`src/rtl/iso14443a_miller_tx.sv`:
```
// ---------------------------------------------------------------------------
// iso14443a_miller_tx
//
// Reader-to-tag frame encoder for ISO14443-A. Takes bytes from the ARM-side
// byte interface, adds SOF, odd parity and EOF, and drives the Modified
// Miller pause pattern on mod_sig_coil (1 = carrier off). Runs on the
// 13.56 MHz carrier, all state on the falling edge like the rest of the HF
// datapath.
//
// Ports
//   ck_1356meg    carrier clock (negedge active)
//   rst           synchronous, active-high reset
//   in_data       byte to send, LSB first
//   in_valid      byte offered
//   in_ready      byte taken on a cycle with in_valid & in_ready
//   in_last       accepted byte is the final byte of the frame
//   in_short      first byte only: 7-bit short frame (REQA/WUPA), no parity
//   mod_sig_coil  registered pause request
//   busy          frame in flight (acceptance .. done)
//   done          one-cycle pulse on the last tick of the EOF
//   err_underrun  one-cycle pulse when a non-last byte had no successor
// ---------------------------------------------------------------------------
module iso14443a_miller_tx #(
    parameter int PAUSE_LEN = 32    // pause width in carrier ticks, 1..63
) (
    input  logic       ck_1356meg,
    input  logic       rst,
    input  logic [7:0] in_data,
    input  logic       in_valid,
    output logic       in_ready,
    input  logic       in_last,
    input  logic       in_short,
    output logic       mod_sig_coil,
    output logic       busy,
    output logic       done,
    output logic       err_underrun
);

    typedef enum logic [2:0] {
        S_IDLE,
        S_SOF,
        S_DATA,
        S_PARITY,
        S_EOF0,
        S_EOF_Y
    } state_t;

    typedef enum logic [1:0] {
        SYM_NONE,
        SYM_X,
        SYM_Y,
        SYM_Z
    } sym_t;

    // Pause windows inside a 128-tick slot. With PAUSE_LEN <= 63 the X
    // window ends by tick 127, so no pause crosses a slot boundary.
    localparam logic [6:0] Z_END = 7'(PAUSE_LEN);
    localparam logic [6:0] X_BEG = 7'd64;
    localparam logic [6:0] X_END = 7'(64 + PAUSE_LEN);

    state_t     state;
    logic [6:0] tick;
    logic [2:0] bit_cnt;
    logic [7:0] shreg;
    logic       par_bit;
    logic       prev_bit;
    logic       cur_last;
    logic       cur_short;

    // Next byte captured during the PARITY slot.
    logic       nxt_valid;
    logic [7:0] nxt_data;
    logic       nxt_last;

    logic       slot_end;
    logic       accept;
    logic [2:0] last_bit_idx;
    logic       cur_bit;
    sym_t       sym;
    logic       pause_now;

    assign slot_end     = (tick == 7'd127);
    assign accept       = in_valid & in_ready;
    assign last_bit_idx = cur_short ? 3'd6 : 3'd7;

    // Ready drops once a follow-on byte is held so a continuously offered
    // stream is taken exactly once per PARITY slot.
    always_comb begin
        in_ready = (state == S_IDLE) ||
                   (state == S_PARITY && !cur_last && !nxt_valid);
    end

    // Symbol for the slot currently being emitted.
    always_comb begin
        cur_bit = 1'b0;
        sym     = SYM_NONE;
        case (state)
            S_SOF:    sym     = SYM_Z;
            S_DATA:   cur_bit = shreg[0];
            S_PARITY: cur_bit = par_bit;
            S_EOF0:   cur_bit = 1'b0;
            S_EOF_Y:  sym     = SYM_Y;
            default:  sym     = SYM_NONE;
        endcase
        if (state == S_DATA || state == S_PARITY || state == S_EOF0) begin
            if (cur_bit)
                sym = SYM_X;
            else
                sym = prev_bit ? SYM_Y : SYM_Z;
        end
    end

    always_comb begin
        case (sym)
            SYM_Z:   pause_now = (tick < Z_END);
            SYM_X:   pause_now = (tick >= X_BEG) && (tick < X_END);
            default: pause_now = 1'b0;
        endcase
    end

    // mod_sig_coil is registered from the current state/tick, so the pause
    // for slot tick 0 of SOF appears on the edge after byte acceptance.
    always_ff @(negedge ck_1356meg) begin
        if (rst) begin
            state        <= S_IDLE;
            tick         <= 7'd0;
            bit_cnt      <= 3'd0;
            shreg        <= 8'd0;
            par_bit      <= 1'b0;
            prev_bit     <= 1'b0;
            cur_last     <= 1'b0;
            cur_short    <= 1'b0;
            nxt_valid    <= 1'b0;
            nxt_data     <= 8'd0;
            nxt_last     <= 1'b0;
            mod_sig_coil <= 1'b0;
            busy         <= 1'b0;
            done         <= 1'b0;
            err_underrun <= 1'b0;
        end else begin
            mod_sig_coil <= pause_now;
            done         <= 1'b0;
            err_underrun <= 1'b0;

            // Free-running 7-bit slot counter; wraps to 0 at every slot start.
            if (state != S_IDLE)
                tick <= tick + 7'd1;

            case (state)
                S_IDLE: begin
                    if (accept) begin
                        shreg     <= in_data;
                        par_bit   <= ~^in_data;
                        cur_last  <= in_last | in_short;
                        cur_short <= in_short;
                        prev_bit  <= 1'b0;
                        bit_cnt   <= 3'd0;
                        tick      <= 7'd0;
                        busy      <= 1'b1;
                        state     <= S_SOF;
                    end
                end

                S_SOF: begin
                    if (slot_end) begin
                        prev_bit <= 1'b0;
                        state    <= S_DATA;
                    end
                end

                S_DATA: begin
                    if (slot_end) begin
                        prev_bit <= shreg[0];
                        shreg    <= shreg >> 1;
                        bit_cnt  <= bit_cnt + 3'd1;
                        if (bit_cnt == last_bit_idx) begin
                            bit_cnt <= 3'd0;
                            state   <= cur_short ? S_EOF0 : S_PARITY;
                        end
                    end
                end

                S_PARITY: begin
                    if (accept) begin
                        nxt_valid <= 1'b1;
                        nxt_data  <= in_data;
                        nxt_last  <= in_last;
                    end
                    if (slot_end) begin
                        prev_bit  <= par_bit;
                        nxt_valid <= 1'b0;
                        // A byte taken on the slot-end edge itself goes
                        // straight into the shifter.
                        if (nxt_valid || accept) begin
                            shreg    <= nxt_valid ? nxt_data : in_data;
                            par_bit  <= nxt_valid ? ~^nxt_data : ~^in_data;
                            cur_last <= nxt_valid ? nxt_last : in_last;
                            state    <= S_DATA;
                        end else begin
                            if (!cur_last)
                                err_underrun <= 1'b1;
                            state <= S_EOF0;
                        end
                    end
                end

                S_EOF0: begin
                    if (slot_end)
                        state <= S_EOF_Y;
                end

                S_EOF_Y: begin
                    if (slot_end) begin
                        done  <= 1'b1;
                        busy  <= 1'b0;
                        state <= S_IDLE;
                    end
                end

                default: state <= S_IDLE;
            endcase
        end
    end

endmodule

```
`config.mk`:
```
export PLATFORM = sky130hd
export DESIGN_NAME = iso14443a_miller_tx
export DESIGN_NICKNAME = d
export VERILOG_FILES = /design/src/rtl/iso14443a_miller_tx.sv
export SDC_FILE = /design/constraint.sdc
export NUM_CORES = 1
export LEC_CHECK = 0
export ABC_CLOCK_PERIOD_IN_PS = 4000
export CAP_MARGIN = 10
export CORE_MARGIN = 2
export CORE_UTILIZATION = 35
export DETAILED_ROUTE_END_ITERATION = 12
export HOLD_SLACK_MARGIN = 0.15
export SYNTH_ARGS = -nofsm -noshare
export SYNTH_HDL_FRONTEND = slang
export SYNTH_SLANG_ARGS = --single-unit
```
`constraint.sdc`:
```
create_clock -name ck_1356meg -period 4 [get_ports ck_1356meg]
set_input_delay 0.8 -clock ck_1356meg [delete_from_list [all_inputs] [get_ports ck_1356meg]]
set_output_delay 0.8 -clock ck_1356meg [all_outputs]
set_load 0.05 [all_outputs]
```
Word-level counts from Yosys, hierarchy flattened
Index checks and enable logic that the tools add are counted.

word-level totals
  register bits after elaboration = 39
  output and inout bits = 5
  word-level logic and storage cells = 122

cells by class
  add/subtract/negate cells = 2
  $lt $le $gt $ge = 3
  equality and inequality tests = 17
  multiplexer cells = 50
  bitwise gates (word level) = 5
  reductions and logical operators = 30

operators by type and width
  operator               count
  $mux W8                5
  $mux W3                12
  $pmux W8 S3            1
  $mux W7                3
  $mux W1                18
  $pmux W3 S6            1
  $reduce_xnor A8 Y1     2
  $ne A2 B2 Y1 const B   6
  $pmux W1 S2            5
  $reduce_and A5 Y1      2
  $reduce_bool A2 Y1     4
  $add A7 B1 Y7 const B  1
  $eq A7 B7 Y1 const B   1
  $ge A7 B7 Y1 const B   1
  $lt A7 B6 Y1 const B   1
  $lt A7 B7 Y1 const B   1
  $reduce_and A7 Y1      1
  $eq A3 B2 Y1 const B   2
  $eq A3 B3 Y1 const B   2
  $pmux W3 S2            1
  $reduce_and A2 Y1      3
  $reduce_and A3 Y1      2
  $reduce_bool A3 Y1     2
  $logic_or A1 B1 Y1     4
  19 further kinds       26

Longest topological paths before layout
  word-level depth = 9
  depth in mapped cells = 7

==> metrics <==
outcome=finished with violations; violated checks=negative setup slack; CTS tree=built; Static Leakage=1.32 nW; area growth from synthesis to layout=37.5%; ys flop type=sky130_fd_sc_hd__dfxtp_1; # Max-Cap Violations=0; via count=2129; synthesized area divided by synthesized cell count=8.27 sq um; cts hold-fix bufs=0; kind of start point of the critical path=flip-flop; Die Footprint=0.00678 sq mm; logic gate share of total power=24.7%; Worst Slack Setup Final=-0.0724 ns; fraction of the yosys area taken by sequential cells=36.3%; # IOs=18; clock transition at the registers of the reported paths=0.06 ns; CP max stage cell=sky130_fd_sc_hd__dfxtp_4; number of warnings printed during yosys synthesis=0; setup repair after global routing missed its margin=yes; path type of the worst setup path=reg2out; required time at the worst-slack endpoint=3.20 ns; sequential group share of total power=38.3%; worst min-delay path class=reg2reg; half-perimeter wire length after detailed placement=3540 um; final number of setup-violating endpoints=1; count of cells along the worst register-to-register path=7; Slowest Stage Delay on Critical Path=0.36 ns; routability cong.=0.806; final wirelength=5390 um; vias per std cell=5.09; floorplan die height=82.4 um; antenna violations before repair=0; First DRT Iteration DRCs=206; global-route wire length before repair=8990 um; fraction of final layout cells with drive strength greater than 1=18.7%; largest cells by area after synthesis=sky130_fd_sc_hd__dfxtp_1 (36%), sky130_fd_sc_hd__mux2i_1 (9.3%), sky130_fd_sc_hd__nor2_1 (7.2%), sky130_fd_sc_hd__xnor2_1 (6.5%), sky130_fd_sc_hd__a21oi_1 (5.1%); internal power component=0.720 mW; via count of the first global-routing pass=2083; Fin Clk Skew=0.0305 ns; global routing usage summed across all routing layers=17.4%; ANT nets after route=0; EDFF count, synth=0; Final Hold Vio Count=0; length of the first detailed-routing pass in iterations=4; H-tree level count=2; most area-hungry cell type in the Yosys netlist=sky130_fd_sc_hd__dfxtp_1; clock root buffer=sky130_fd_sc_hd__clkbuf_8; Seq cells post-synth=39; part of the total power dissipated in the clock network=37.0%; cell count after synthesis=260; Hold Crit Depth=2; sum of buffers and inverters on the critical path=1; Longest Clk Path Bufs=2; endpoint arrival time on the critical path=3.27 ns; maximum number of pins on one net before global-route repair=24; Worst VDD drop=190 uV; number of library cell types mapped by synthesis=45; total overflow reported by the global router=0; wire length per cell after detailed routing=12.9 um; proportion of netlist area held by the largest area contributor=36.3%; crit-path max FO=5; fraction of registers with async set or reset after synthesis=0%; net total in the final layout=357; power per cell area=379 mW/mm^2; Max Transition Viols Final=0; standard-cell rows=28; Tightest Pin Transition=0.511 ns; count of input and output buffers=17; count of clock tree sinks=39; kind of end point of the critical path=output pin; CP top delay family=flip-flops; effective utilization at floorplan=36.3%; floorplan core area=0.00592 sq mm; width of the die=82.4 um; synthesized netlist net count=275; total DRC errors in the routed layout=0; worst hold slack after final layout=0.471 ns; fill cell total of the finished layout=557; final setup TNS=-0.0724 ns; Power, Total=1.12 mW; net switching power=0.400 mW; clock insertion delay at the later pin of the skew report=0.38 ns; diode count=0; switching share of power=35.7%; Slew HR=65.8%; list of cells traversed by the critical path=or2_4 -> a21oi_4 -> buf_12; synthesized cell area=0.00215 sq mm; number of buffers created by CTS=5; Stages on worst setup path=3
-- worst paths after layout --
check | start | end | slack [ns]
hold / removal | bit_cnt[1] | bit_cnt[1] | 0.47
setup / recovery | state[0] | in_ready | -0.07
hold reg to reg | bit_cnt[1] | bit_cnt[1] | 0.47
setup reg to reg | state[1] | state[1] | 2.02
-- metal layers --
layer	part of all wire, %	routed length (um)	GRT usage [%]	up-vias
met5	0	0	0	-
met4	0.96	52	8.17	0
met3	5.0	267	7.07	6
met2	48	2580	27.1	56
met1	46	2490	20.9	987
li1	-	-	-	1080
-- cells in the final DEF, fill, tap and decap left out, drive strengths merged, types with 6 or more instances in the layout --
cell           instances
dfxtp                 39
xnor2                 16
a2bb2oi                6
buf                   40
inv                   44
a21oi                 23
nand2                 16
o21ai                  9
nor2                  41
clkdlybuf4s50         11
o22ai                  8
mux2i                 20
-- power groups by stage --
stage                     Sequential [mW]  Combinational (mW)  Clock [mW]
final                               0.429               0.277       0.415
after global routing                0.431               0.303       0.474
after CTS                           0.429               0.265       0.427
after detailed placement            0.432               0.248      0.0610
after floorplan                     0.435               0.159      0.0610
after global placement              0.432               0.247      0.0610
-- stage by stage --
stage	std cells	util, %	setup WS (ns)	area (sq um)
after floorplan	260	-	0.0158	2170
after global placement	361	43.9	-0.373	2600
after detailed placement	361	43.9	-0.414	2600
after CTS	415	49.1	-0.0563	2910
after global routing	418	49.9	-0.103	2960
final	418	49.9	-0.0724	2960
-- cell families (layout without fill, tap and decap cells) --
group | count (synthesis) | in the layout | share of synthesized area (%)
adder cells (fa/ha/maj) | 2 | 2 | 1.16
XOR/XNOR | 18 | 18 | 7.33
AO/OA/AOI/OAI | 61 | 61 | 18.5
buffers and inverters | 20 | 103 | 3.96
multiplexers | 21 | 21 | 9.84
AND/OR/NAND/NOR | 99 | 99 | 22.9
flip-flops | 39 | 39 | 36.3
-- cell usage after synthesis (all sizes together) (6+ instances only) --
master and instances:
o21ai 9, nor2 41, o22ai 8, mux2i 20, dfxtp 39, clkbuf 6, a21oi 23, xnor2 16
buf 9, a2bb2oi 6, nand2 16
-- tightest hold or removal path, stage by stage (launching register included) --
cell and delay, ns:
sky130_fd_sc_hd__dfxtp_1 0.31, sky130_fd_sc_hd__nand2_1 0.06, sky130_fd_sc_hd__a21oi_1 0.05
-- state kept, by name, indices dropped and copies added, names as in the netlist --
register,cells
bit_cnt,3
busy,1
cur_last,1
cur_short,1
done,1
err_underrun,1
mod_sig_coil,1
nxt_data,8
nxt_last,1
nxt_valid,1
par_bit,1
prev_bit,1
shreg,8
state,3
tick,7
-- timing repair --
action                     in CTS  in global routing
setup endpoints to repair       9                 14
setup buffers                   8                  3
pin swaps                       3                  2
resized for setup               7                  8
gates cloned                    0                  0
-- final cells by class --
cell class	instances	area, sq um	share of cell area [%]
Multi-Input combinational cell	201	1330	45.0
Sequential cell	39	787	26.6
Timing Repair Buffer	52	502	17.0
Clock inverter	42	160	5.42
Tap cell	75	93.8	3.18
Clock buffer	5	68.8	2.33
Inverter	4	15.0	0.508
No activity file was read; power rests on OpenSTA's default activity.
